===== src/rtl/bus_ctrl_sequencer.sv =====
// Registers one micro-op per valid/ready handshake and drives the encoded bus-control word.
// Optional feature: define BUSCTRL_CONFLICT_CHECK_EN to squash source/destination conflicts.
module bus_ctrl_sequencer #(
    parameter int REPEAT_W = 4
) (
    input  logic                Clock_In,
    input  logic                Reset_In,
    input  logic                Req_Valid,
    output logic                Req_Ready,
    input  logic [3:0]          Req_BusAssert,
    input  logic [3:0]          Req_BusLoad,
    input  logic [2:0]          Req_XferAssert,
    input  logic [3:0]          Req_XferLoadDec,
    input  logic [1:0]          Req_IncPCRA,
    input  logic [1:0]          Req_IncSPSIDI,
    input  logic [1:0]          Req_LHS,
    input  logic [1:0]          Req_RHS,
    input  logic [2:0]          Req_AddrSel,
    input  logic [REPEAT_W-1:0] Req_Repeat,
    input  logic                Mem_Wait,
    output logic [3:0]          Bus_Assert,
    output logic [3:0]          Bus_Load,
    output logic [2:0]          Xfer_Assert,
    output logic [3:0]          XferLoadDec,
    output logic [1:0]          Inc_PCRA,
    output logic [1:0]          Inc_SPSIDI,
    output logic [1:0]          LHS,
    output logic [1:0]          RHS,
    output logic [2:0]          AddrSel,
    output logic                Busy,
    output logic                Conflict
);

    typedef enum logic {IDLE, ACTIVE} state_t;

    localparam logic [3:0]          MEM_BRIDGE = 4'd15;
    localparam logic [1:0]          PCRA_NONE  = 2'd3;
    localparam logic [2:0]          ADDR_NONE  = 3'd7;
    localparam logic [REPEAT_W-1:0] CNT_ONE    = 1;

    state_t              state_q, state_d;
    logic [REPEAT_W-1:0] cnt_q, cnt_d;
    logic [3:0]          bus_assert_q, bus_assert_d;
    logic [3:0]          bus_load_q, bus_load_d;
    logic [2:0]          xfer_assert_q, xfer_assert_d;
    logic [3:0]          xfer_ld_q, xfer_ld_d;
    logic [1:0]          inc_pcra_q, inc_pcra_d;
    logic [1:0]          inc_spsidi_q, inc_spsidi_d;
    logic [1:0]          lhs_q, lhs_d;
    logic [1:0]          rhs_q, rhs_d;
    logic [2:0]          addr_sel_q, addr_sel_d;
    logic                conflict_q, conflict_d;

    logic mem_op;
    logic last;
    logic accept;
    logic conflict_w;

`ifdef BUSCTRL_CONFLICT_CHECK_EN
    assign conflict_w = ((Req_BusAssert == Req_BusLoad) && (Req_BusAssert != 4'd0) &&
                         (Req_BusAssert != 4'd7)) ||
                        ((Req_XferAssert == 3'd6) && (Req_XferLoadDec == 4'd6));
`else
    assign conflict_w = 1'b0;
`endif

    // mem_op looks at the held (non one-shot) bus fields of the op in flight
    assign mem_op    = (bus_assert_q == MEM_BRIDGE) || (bus_load_q == MEM_BRIDGE);
    assign last      = (state_q == ACTIVE) && (cnt_q == '0) && !(mem_op && Mem_Wait);
    assign Req_Ready = (state_q == IDLE) || last;
    assign accept    = Req_Valid && Req_Ready;

    always_comb begin
        state_d       = state_q;
        cnt_d         = cnt_q;
        bus_assert_d  = bus_assert_q;
        bus_load_d    = bus_load_q;
        xfer_assert_d = xfer_assert_q;
        xfer_ld_d     = xfer_ld_q;
        inc_pcra_d    = inc_pcra_q;
        inc_spsidi_d  = inc_spsidi_q;
        lhs_d         = lhs_q;
        rhs_d         = rhs_q;
        addr_sel_d    = addr_sel_q;
        conflict_d    = 1'b0;

        if (accept) begin
            state_d = ACTIVE;
            if (conflict_w) begin
                // Squashed op: one idle cycle with the Conflict flag raised
                cnt_d         = '0;
                bus_assert_d  = 4'd0;
                bus_load_d    = 4'd0;
                xfer_assert_d = 3'd0;
                xfer_ld_d     = 4'd0;
                inc_pcra_d    = PCRA_NONE;
                inc_spsidi_d  = 2'd0;
                lhs_d         = 2'd0;
                rhs_d         = 2'd0;
                addr_sel_d    = ADDR_NONE;
                conflict_d    = 1'b1;
            end else begin
                cnt_d         = Req_Repeat;
                bus_assert_d  = Req_BusAssert;
                bus_load_d    = Req_BusLoad;
                xfer_assert_d = Req_XferAssert;
                xfer_ld_d     = Req_XferLoadDec;
                inc_pcra_d    = Req_IncPCRA;
                inc_spsidi_d  = Req_IncSPSIDI;
                lhs_d         = Req_LHS;
                rhs_d         = Req_RHS;
                addr_sel_d    = Req_AddrSel;
            end
        end else if (last) begin
            state_d       = IDLE;
            bus_assert_d  = 4'd0;
            bus_load_d    = 4'd0;
            xfer_assert_d = 3'd0;
            xfer_ld_d     = 4'd0;
            inc_pcra_d    = PCRA_NONE;
            inc_spsidi_d  = 2'd0;
            lhs_d         = 2'd0;
            rhs_d         = 2'd0;
            addr_sel_d    = ADDR_NONE;
        end else if (state_q == ACTIVE) begin
            if (cnt_q != '0) begin
                cnt_d = cnt_q - CNT_ONE;
            end
            // Increments and decrements must act once per op, not once per held cycle
            inc_pcra_d   = PCRA_NONE;
            inc_spsidi_d = 2'd0;
            if ((xfer_ld_q >= 4'd9) && (xfer_ld_q <= 4'd13)) begin
                xfer_ld_d = 4'd0;
            end
        end
    end

    always_ff @(posedge Clock_In or negedge Reset_In) begin
        if (!Reset_In) begin
            state_q       <= IDLE;
            cnt_q         <= '0;
            bus_assert_q  <= 4'd0;
            bus_load_q    <= 4'd0;
            xfer_assert_q <= 3'd0;
            xfer_ld_q     <= 4'd0;
            inc_pcra_q    <= PCRA_NONE;
            inc_spsidi_q  <= 2'd0;
            lhs_q         <= 2'd0;
            rhs_q         <= 2'd0;
            addr_sel_q    <= ADDR_NONE;
            conflict_q    <= 1'b0;
        end else begin
            state_q       <= state_d;
            cnt_q         <= cnt_d;
            bus_assert_q  <= bus_assert_d;
            bus_load_q    <= bus_load_d;
            xfer_assert_q <= xfer_assert_d;
            xfer_ld_q     <= xfer_ld_d;
            inc_pcra_q    <= inc_pcra_d;
            inc_spsidi_q  <= inc_spsidi_d;
            lhs_q         <= lhs_d;
            rhs_q         <= rhs_d;
            addr_sel_q    <= addr_sel_d;
            conflict_q    <= conflict_d;
        end
    end

    assign Bus_Assert  = bus_assert_q;
    assign Bus_Load    = bus_load_q;
    assign Xfer_Assert = xfer_assert_q;
    assign XferLoadDec = xfer_ld_q;
    assign Inc_PCRA    = inc_pcra_q;
    assign Inc_SPSIDI  = inc_spsidi_q;
    assign LHS         = lhs_q;
    assign RHS         = rhs_q;
    assign AddrSel     = addr_sel_q;
    assign Busy        = (state_q == ACTIVE);
    assign Conflict    = conflict_q;

endmodule


===== config.mk =====
export PLATFORM = sky130hd
export DESIGN_NAME = bus_ctrl_sequencer
export DESIGN_NICKNAME = d
export VERILOG_FILES = /design/src/rtl/bus_ctrl_sequencer.sv
export SDC_FILE = /design/constraint.sdc
export NUM_CORES = 1
export LEC_CHECK = 0
export CORE_MARGIN = 2
export CORE_UTILIZATION = 37
export DETAILED_ROUTE_END_ITERATION = 10
export MAX_ROUTING_LAYER = met4
export PLACE_DENSITY = 0.75
export SYNTH_ARGS = -nofsm -noshare
export SYNTH_HDL_FRONTEND = slang
export SYNTH_SLANG_ARGS = --single-unit

===== constraint.sdc =====
create_clock -name Clock_In -period 1.8 [get_ports Clock_In]
set_input_delay 0.27 -clock Clock_In [delete_from_list [all_inputs] [get_ports Clock_In]]
set_output_delay 0.27 -clock Clock_In [all_outputs]
set_load 0.03 [all_outputs]

=== After elaboration in Yosys (flattened, before gate mapping) ===
Cells that the tools add are included.

* Bitwise logic cells: 1
* Reduce and logical (&&, ||, !) cells: 17
* Multiplexer cells: 26
* $lt $le $gt $ge: 2
* Add/sub/neg operators: 1
* Equality and inequality tests: 3

{| class="wikitable"
|+ Operators by type and width
! kind !! count
|-
| 2-to-1 mux 4 bit || 11
|-
| 2-to-1 mux 2 bit || 9
|-
| 2-to-1 mux 3 bit || 4
|-
| equality test 4 bit, second input constant || 2
|-
| nonzero test 2 bit || 3
|-
| nonzero test 3 bit || 2
|-
| logical AND 1 bit || 5
|-
| >= comparator 4 bit, second input constant || 1
|-
| <= comparator 4 bit, second input constant || 1
|-
| zero test 4 bit || 1
|-
| nonzero test 4 bit || 1
|-
| subtractor 4 x 1 -> 4 bit, second input constant || 1
|-
| AND reduction 3 bit || 1
|-
| logical OR 1 bit || 2
|-
| 2-to-1 mux 1 bit || 2
|-
| inequality test 2 x 1 -> 1 bit, second input constant || 1
|-
| AND reduction 2 bit || 1
|-
| zero test 1 bit || 1
|-
| NOT 1 bit || 1
|}

* Output and inout bits: 29
* Bits in registers: 31
* Bits of input ports: 34

=== Logic depth before layout (Yosys ltp) ===
* Word-level depth: 9
* Gate-level depth with buffers: 7
* Gate-level depth less buffers: 6

=== Worst setup path after synthesis ===
No wires, ideal clock.

* Path type: register to register
* From: register state_q, in the netlist Busy
* To: register cnt_q[3]
* Clock period less this slack: 1.723 ns
* Arrival: 1.599 ns
* Cell stages (with the launch flop): 6
* Path slack: 0.077 ns
* Required time: 1.675 ns
* Path buffers: 1
* Cells stage by stage: dfrtp_1 > buf_2 > nor2_1 > nor4_1 > mux2_2 > mux2_2

* Word-level cells in the longest chain between the ends: 6
* Elaborated cells on any way between the ends: 10

{| class="wikitable"
|+ Ends and longest elaborated chain
! what !! RTL line !! source
|-
| from (decl) || 41 || <nowiki>state_t state_q, state_d;</nowiki>
|-
| from (signal assigned) || 153 || <nowiki>state_q <= state_d;</nowiki>
|-
| logical AND 1 bit (2 in series) || 69 || <nowiki>assign last = (state_q == ACTIVE) && (cnt_q == '0) && !(mem_op && Mem_Wait);</nowiki>
|-
| logical OR 1 bit || 70 || <nowiki>assign Req_Ready = (state_q == IDLE) || last;</nowiki>
|-
| logical AND 1 bit || 71 || <nowiki>assign accept = Req_Valid && Req_Ready;</nowiki>
|-
| inequality test 2 x 1 -> 1 bit (no source line) or nonzero test 2 bit (tied branches) || n/a ||
|-
| AND reduction 3 bit (no source line) || n/a ||
|-
| to (signal assigned) || 154 || <nowiki>cnt_q <= cnt_d;</nowiki>
|-
| to (decl) || 42 || <nowiki>logic [REPEAT_W-1:0] cnt_q, cnt_d;</nowiki>
|}

Several ways; a longest one is shown, not always the timed one.
A chain may end at the register's enable or synchronous reset.

=== Worst setup path after layout ===
* From: register cnt_q[1]
* To: output Req_Ready

* Word-level cells in the longest chain between the ends: 4

{| class="wikitable"
|+ Ends and longest elaborated chain
! what !! RTL line !! source
|-
| zero test 4 bit || 69 ||
|-
| logical AND 1 bit (2 in series) || 69 ||
|-
| logical OR 1 bit || 70 ||
|-
| to (decl) || 9 || <nowiki>output logic Req_Ready,</nowiki>
|}

Every way passes these cells.

==> metrics.md <==
| Metric | Value |
|---|---|
| Status | complete, but fails checks |
| Failing checks | setup timing |
| Largest net degree at the start of global routing | 32 |
| Die height | 65.35 µm |
| Num rows | 22 |
| Critical path class | flip-flop to output pin |
| Final total power | 3.798 mW |
| Setup WS pre-CTS | -0.01274 ns |
| Vias in the first global route | 1,187 |
| HPWL after DPL | 2.644 mm |
| Predominant post-synthesis flop cell | dfrtp_1 |
| Diodes inserted | 0 |
| Largest buffer count on any clock path | 2 |
| Synthesis-stage register bit count | 31 |
| Worst EP arrival | 1.54 ns |
| Clk_lat worst skew | 0.29 ns |
| Cell variety after synth | 32 |
| Worst-margin pin slew | 0.5118 ns |
| Routability cong. | 0.8415 |
| # DRC | 0 |
| Peak Freq | 553.4 MHz |
| HP Class | primary input to asynchronous set/reset pin |
| Share of post-route cells with drive strength above 1 | 23.94% |
| Ys Warns | 0 |
| Most frequent cell after synthesis | dfrtp_1 |
| Largest cells by area after synthesis | dfrtp_1, a22o_1, dfstp_2, mux2_2, a21oi_1 |
| Clock-pin slew on the worst setup and hold paths | 0.06 ns |
| Via Count | 1,217 |
| CTS root buf | clkbuf_8 |
| Die area | 4271 µm² |
| Min cycle time layout | 1.807 ns |
| Area Overhead vs Synth | 63.70% |
| Critical path capture point type | output pin |
| Total wire length | 3.623 mm |
| CP max FO | 3 |
| Max-slew headroom | 65.88% |
| First-pass GRT wire length | 5.658 mm |
| GRT Resource Usage Total | 18.47% |
| Initial Util | 38.33% |
| Final Hold Viols | 0 |
| DR WL/cell | 15.35 µm |
| LEAKAGE | 1.003 nW |
| Final setup margin | -0.006892 ns |
| RSZ-0062 raised after global routing | true |
| Post-synthesis async set-or-reset flop share | 100.0% |
| Detailed Routing Iterations Pass 1 | 4 |
| DRT antenna net count | 0 |
| Final period util | 100.4% |
| Gr ovfl total | 0 |
| Post-synth top cells | dfrtp_1, a22o_1, inv_1, a21oi_1 |
| Endpoints failing setup | 1 |
| Number of placed I/O pins | 63 |
| Pins over their slew limit | 0 |
| Vias per cell | 5.157 |
| Num CTS Buffers | 5 |
| Initial antenna violation count | 0 |
| Syn Area/Cell | 12.78 µm² |
| Nets | 223 |
| Crit path launch type | flip-flop |
| Sequential share of the synthesized area | 56.15% |
| Drt initial violations | 33 |
| Synth Cell Area | 1393 µm² |
| Synthesized instance count | 109 |
| H-tree depth | 2 |
| Number of synthesized flops with an enable pin | 0 |
| Final Util | 62.74% |
| PwrDens | 1666 nW/µm² |
| Clk sinks | 31 |
| Crit path required time | 1.53 ns |
| Worst Skew | 0.009164 ns |
| Reg2Reg Depth | 7 |
| Leading area contributor after synthesis | dfrtp_1 |
| CTS tree | done |
| Worst r2r dst | cnt_q[3] |
| Chip width | 65.35 µm |
| Syn Nets | 145 |
| IO buf count | 61 |
| Worst IR Drop VDD | 0.0005936 V |
| Setup TNS | -0.006892 ns |
| Core Box Area | 3633 µm² |
| R2r startpoint | cnt_q[1] |
| Reg2Reg Setup Slack | 0.05 ns |
| Share of the synthesized area in the top cell type | 46.72% |
| Max-Cap Viols | 0 |
## registers in the layout (all words and copies together), names as in the netlist, 2 cells and up
register,count
LHS,2
AddrSel,3
Inc_SPSIDI,2
Bus_Assert,4
Xfer_Assert,3
XferLoadDec,4
Bus_Load,4
cnt_q,4
RHS,2
Inc_PCRA,2
## how the worst max path moves through the flow
stage                          from   endpoint  slack [ns]  cells after the start
final                      cnt_q[1]  Req_Ready      -0.007                      6
after global routing       cnt_q[1]  Req_Ready       -0.06                      6
after CTS                  cnt_q[1]  Req_Ready       -0.06                      6
after detailed placement  Req_Valid   cnt_q[3]       -0.01                      5
after global placement    Req_Valid   cnt_q[3]        0.07                      5
after floorplan                Busy   cnt_q[3]        0.08                      5
## per-layer routing
| metal | GRT usage, % | up-vias | share of wire, % |
|---|---|---|---|
| li1 | - | 560 | - |
| met1 | 21.42 | 592 | 41 |
| met2 | 29.08 | 56 | 49 |
| met3 | 5.651 | 9 | 7.3 |
| met4 | 9.375 | 0 | 2.7 |
| met5 | - | - | 0 |
## area by class of cell
type | instances | area (µm²)
inverter | 7 | 26.28
fill | 297 | 1354
clock inverter | 2 | 35.03
tap | 48 | 60.06
timing repair buffer | 76 | 739.5
sequential | 31 | 782.0
clock buffer | 6 | 82.58
multi-input combinational | 66 | 554.3
## critical path, stage by stage, from the launching register on
cell and delay (ns):
dfrtp_1 0.41, inv_2 0.09, ha_4 0.12, nor3b_4 0.21, buf_6 0.12, a21o_1 0.14
buf_6 0.14
## through the flow
stage,area [µm²],std cells,hold WS (ns)
floorplan,1393,109,-0.02559
CTS,2230,231,0.3818
finish,2280,236,0.3747
detailed placement,2098,222,0.4599
global placement,2098,222,0.4502
global route,2280,236,0.4094
## repair_timing
item,in CTS,in global routing
setup buffers,1,5
gates resized for setup,3,4
endpoints found under the setup margin,2,26
hold buffers,0,0
pin swaps,0,2
## cell usage in the layout, fill, tap and decap left out, types with 2 or more instances in the layout
cell type | netlist | routed
nor3_1 | 5 | 5
a21bo_2 | 2 | 2
dfstp_2 | 5 | 5
o32a_1 | 2 | 2
o21ai_0 | 2 | 2
inv_2 | 0 | 2
mux2_2 | 4 | 4
dfrtp_1 | 26 | 26
nand4_1 | 2 | 2
buf_4 | 2 | 13
o211ai_1 | 2 | 2
nor2_1 | 3 | 3
clkdlybuf4s50_1 | 0 | 59
buf_6 | 2 | 2
clkbuf_8 | 0 | 6
inv_1 | 7 | 5
a22o_1 | 21 | 21
a21oi_1 | 6 | 6
## kinds of logic (layout without fill, tap and decap cells)
family / Yosys count / in the layout / share of synthesized area [%]
buf+inv: 12 / 91 / 4.941
fa+ha+maj: 2 / 2 / 1.797
other cells: 1 / 1 / 0.2693
flops: 31 / 31 / 56.15
mux: 5 / 5 / 3.953
xor+xnor: 1 / 1 / 0.6290
simple gates: 18 / 18 / 8.356
compound gates: 39 / 39 / 23.90
## where the power goes
| group | internal (mW) | leakage, nW | total, mW | switching (mW) |
|---|---|---|---|---|
| Combinational | 0.949 | 0.558 | 1.90 | 0.954 |
| Clock | 0.447 | 0.0612 | 0.702 | 0.255 |
| Sequential | 0.977 | 0.383 | 1.19 | 0.216 |
Note: power is estimated with default switching activity, not from simulation.
